## config.mk

```make
export PLATFORM = sky130hd
export DESIGN_NAME = bin2bcd_seq_8bit
export DESIGN_NICKNAME = d
export VERILOG_FILES = /design/src/rtl/bin2bcd_pkg.sv /design/src/rtl/bin2bcd_seq_8bit_add3.sv /design/src/rtl/bin2bcd_seq_8bit.sv
export SDC_FILE = /design/constraint.sdc
export NUM_CORES = 1
export LEC_CHECK = 0
export CORE_MARGIN = 8
export CORE_UTILIZATION = 50
export CTS_CLUSTER_DIAMETER = 150
export DETAILED_ROUTE_END_ITERATION = 12
export GPL_TIMING_DRIVEN = 0
export PLACE_DENSITY = 0.73
export SYNTH_ARGS = -nofsm -noshare
export SYNTH_HDL_FRONTEND = slang
export SYNTH_SLANG_ARGS = --single-unit
```

## constraint.sdc

```tcl
create_clock -name clk -period 4.3 [get_ports clk]
set_clock_uncertainty 0.05 [all_clocks]
set_input_delay 1.075 -clock clk [delete_from_list [all_inputs] [get_ports clk]]
set_output_delay 1.075 -clock clk [all_outputs]
set_load 0.1 [all_outputs]
```

## src/rtl/bin2bcd_pkg.sv

```systemverilog
// Shared types and constants for the sequential binary-to-BCD converter.
// Digit corrector thresholds live here so the engine and corrector agree.
package bin2bcd_pkg;

  localparam int W_DEF = 8;
  localparam int ND_DEF = 3;
  localparam int CNT_W = $clog2(W_DEF) + 1;

  localparam int BCD_ADJ_THRESH = 5;
  localparam int BCD_ADJ_VAL = 3;

  typedef enum logic {
    IDLE,
    CONV
  } state_t;

endpackage

```

## src/rtl/bin2bcd_seq_8bit_add3.sv

```systemverilog
// Double-dabble digit corrector: a digit of 5 or more gets +3
// so that the following left shift carries cleanly into the next digit.
module bcd_add3_corr
  import bin2bcd_pkg::*;
(
  input  logic [3:0] digit,
  output logic [3:0] adj
);

  assign adj = (digit >= 4'(BCD_ADJ_THRESH))
             ? digit + 4'(BCD_ADJ_VAL)
             : digit;

endmodule

```

## src/rtl/bin2bcd_seq_8bit.sv

```systemverilog
// Iterative shift-and-add-3 binary-to-BCD converter, one bit per clock.
// Signed inputs are shown as sign plus magnitude; outputs update only at done.
module bin2bcd_seq_8bit
  import bin2bcd_pkg::*;
#(
  parameter int W = W_DEF,
  parameter int ND = ND_DEF
) (
  input  logic            clk,
  input  logic            rst_n,
  input  logic            start,
  input  logic [W-1:0]    din,
  input  logic            is_signed,
  output logic            busy,
  output logic            done,
  output logic            neg,
  output logic [4*ND-1:0] bcd
);

  localparam int CW = $clog2(W) + 1;

  state_t          state;
  logic [W-1:0]    bin_sr;
  logic [4*ND-1:0] scr;
  logic [4*ND-1:0] scr_adj;
  logic [4*ND-1:0] scr_nxt;
  logic [CW-1:0]   cnt;
  logic            neg_capt;
  logic            neg_in;
  logic [W-1:0]    mag;
  logic            last;

  // Sign and magnitude of the incoming value; 0x80 signed yields 128.
  always_comb begin
    neg_in = is_signed & din[W-1];
    mag = din;
    if (neg_in) mag = ~din + W'(1);
  end

  for (genvar i = 0; i < ND; i++) begin : g_corr
    bcd_add3_corr u_corr (
      .digit(scr[4*i +: 4]),
      .adj  (scr_adj[4*i +: 4])
    );
  end

  assign scr_nxt = {scr_adj[4*ND-2:0], bin_sr[W-1]};
  assign last = (cnt == CW'(W - 1));

  // Conversion FSM: capture on start, W correct-and-shift steps, publish.
  always_ff @(posedge clk or negedge rst_n) begin
    if (!rst_n) begin
      state <= IDLE;
      bin_sr <= '0;
      scr <= '0;
      cnt <= '0;
      neg_capt <= 1'b0;
      busy <= 1'b0;
      done <= 1'b0;
      neg <= 1'b0;
      bcd <= '0;
    end else begin
      done <= 1'b0;
      unique case (state)
        IDLE: begin
          if (start) begin
            bin_sr <= mag;
            neg_capt <= neg_in;
            scr <= '0;
            cnt <= '0;
            busy <= 1'b1;
            state <= CONV;
          end
        end
        CONV: begin
          scr <= scr_nxt;
          bin_sr <= {bin_sr[W-2:0], 1'b0};
          cnt <= cnt + CW'(1);
          if (last) begin
            bcd <= scr_nxt;
            neg <= neg_capt;
            done <= 1'b1;
            busy <= 1'b0;
            state <= IDLE;
          end
        end
        default: state <= IDLE;
      endcase
    end
  end

endmodule

```

==> flow_summary.json <==
{
  "synth_area_leader_cell": "dfrtp_1",
  "crit_arrival_ps": 1820,
  "clock_latency_ps": 290,
  "die_area_um2": 6430,
  "drive_gt1_frac": 0.0669,
  "hpwlAfterDp_um": 3040,
  "io_buffer_count": 26,
  "initial_core_util": 0.519,
  "synth_area_leaders": "dfrtp_1 50%, mux2i_1 5.8%, ha_1 4.9%, nand2_1 4.7%, nand2b_1 4.6%",
  "cts_max_path_buffers": 2,
  "syn_inst": 205,
  "routed_via_density": 5.23,
  "post_cts_buffers": 0,
  "h-tree-depth": 2,
  "cpLargestDelayFamily": "buffers and inverters",
  "hold_viol": 0,
  "fmax_mhz": 339,
  "grt_pass1_vias": 1514,
  "worst_ep_required_time_ps": 3170,
  "synth_top_area_share": 0.498,
  "post-route-min-period_ps": 2950,
  "period_share": 0.686,
  "yosysMostFrequentCell": "dfrtp_1",
  "finalMaxSlewViolations": 0,
  "remaining_drc_errors": 0,
  "grt_setup_unrepaired": "false",
  "r2r_setup_slack_ps": 2580,
  "n_antenna_cell": 0,
  "gr-total-overflow": 0,
  "syn_to_final_growth_pct": 21.4,
  "crit_type": "register to output port",
  "crit_start": "neg",
  "std_cell_rows": 23,
  "clk_pin_slew_ps": 80,
  "ios": 27,
  "die_w_um": 80.2,
  "r2r-start": "scr[4]",
  "synth_nets": 225,
  "die_h_um": 80.2,
  "grt_pass1_wl_um": 7040,
  "ctsHoldBuffers": 0,
  "synth-seq-cells": 41,
  "synth_commonest_cells": "41 x dfrtp_1, 26 x nand2_1, 15 x nand2b_1, 14 x o21ai_0",
  "synth.distinct_cells": 29,
  "slew_headroom": 0.328,
  "grt.total_usage": 0.138,
  "worst_r2r_path_depth": 6,
  "post_cts_resized": 0,
  "cp_slowest_stage_delay_ps": 1160,
  "ant_nets": 0,
  "clock-sinks": 41,
  "place_congestion": 0.790,
  "startpoint_type": "register",
  "syn_avg_cell_area_um2": 10.1,
  "synthesis.area_um2": 2060,
  "endpoint": "neg",
  "coreArea_um2": 3970,
  "critPathMaxFanout": 2,
  "worst_setup_path_end_kind": "output port",
  "antenna_found_initial": 0,
  "critPathBufInv": 1,
  "cts_buffers": 5,
  "setup_violations": 0,
  "crit_slowest_cell": "clkdlybuf4s50_1",
  "clock-root-buffer": "clkbuf_8",
  "cp.depth": 1,
  "tightest_slew_ps": 1010,
  "first_pass_iters": 4,
  "wl_per_cell_um": 14.3,
  "tns_ps": 0,
  "drt-total-wl_um": 4120,
  "yosysWarnings": 0,
  "vias": 1511,
  "fin_nets": 259,
  "synth_top_flop_cell": "dfrtp_1",
  "hold_path_class": "register to register",
  "ys_seq_area_frac": 0.498,
  "synthArstFlopShare": 1.00,
  "drv_cap": 0,
  "path_cells": "clkdlybuf4s50_1",
  "status": "completed",
  "reg2reg_to": "scr[6]",
  "grt_max_degree": 32,
  "holdCritStartpoint": "bcd[11]",
  "drt_iter0_markers": 110,
  "synth_edf_count": 0,
  "cts_tree": "built"
}
==> routing by layer <==
metal  routed length (um)  up-vias  share of wire  GRT usage
met2                 2140       25           0.52      0.237
met1                 1780      709           0.43      0.165
met3                  143        5          0.035     0.0324
met5                    0        -              0          0
li1                     -      772              -          -
met4                   51        0          0.012     0.0491
==> sequential cells by signal (all words and copies together), names as in the netlist <==
name      cells
bcd          12
bin_sr        8
busy          1
cnt           4
done          1
neg           1
neg_capt      1
scr          12
state         1
==> layout make-up <==
| cell class | count | area [um2] |
|---|---|---|
| Inverter | 9 | 33.8 |
| Sequential cell | 41 | 1030 |
| Clock buffer | 5 | 68.8 |
| Clock inverter | 2 | 35.0 |
| Timing Repair Buffer | 27 | 275 |
| Multi-Input combinational cell | 147 | 970 |
| Tap cell | 50 | 62.6 |
| Buffer | 8 | 31.3 |
| Fill cell | 366 | 1470 |
==> metrics by stage <==
step	util	hold WS (ps)	std cells	setup slack, ps	area [um2]
4_1_cts	0.630	432	289	1330	2500
3_5_place_dp	0.604	413	282	1500	2400
6_report	0.630	427	289	1350	2500
5_1_grt	0.630	460	289	1320	2500
3_3_place_gp	0.600	403	281	1080	2380
2_1_floorplan	-	389	205	2120	2060
==> cells by family after synthesis <==
group,Yosys count,share of synthesized area
and+or+nand+nor,70,0.177
AOI/OAI and AO/OA,45,0.132
DFF,41,0.498
buffers and inverters,17,0.0316
muxes,15,0.0747
xor gates and xnor gates,9,0.0383
adders and majority gates,8,0.0486
==> worst min path at each step <==
stage	endpoint	slack, ps	cells past startpoint
after global placement	neg	400	2
after detailed placement	bcd[0]	410	2
after global routing	bcd[11]	460	2
after CTS	bcd[0]	430	2
after floorplan	neg	390	2
final	bcd[11]	430	2
==> cell usage in the layout (no fill, tap or decap), drive strengths merged <==
cell type,Yosys,routed
clkinv,0,1
or3,1,1
nand2b,15,15
nor2,9,9
nand3,5,5
mux2i,12,12
nand2,26,26
inv,9,9
buf,1,3
o41ai,1,1
a21oi,12,12
nor3b,11,11
ha,8,8
bufinv,0,1
o21bai,1,1
o31ai,1,1
a311oi,2,2
mux2,3,3
xor2,2,2
o21ai,22,22
or4,1,1
a22oi,1,1
dfrtp,41,41
nor2b,1,1
a21o,2,2
nand4b,1,1
a22o,2,2
clkdlybuf4s50,0,25
xnor2,7,7
clkbuf,7,12
o311ai,1,1
Power is left out: the tool's default activity adds up to more than one toggle a clock period on the data nets, which glitch-free logic cannot reach.
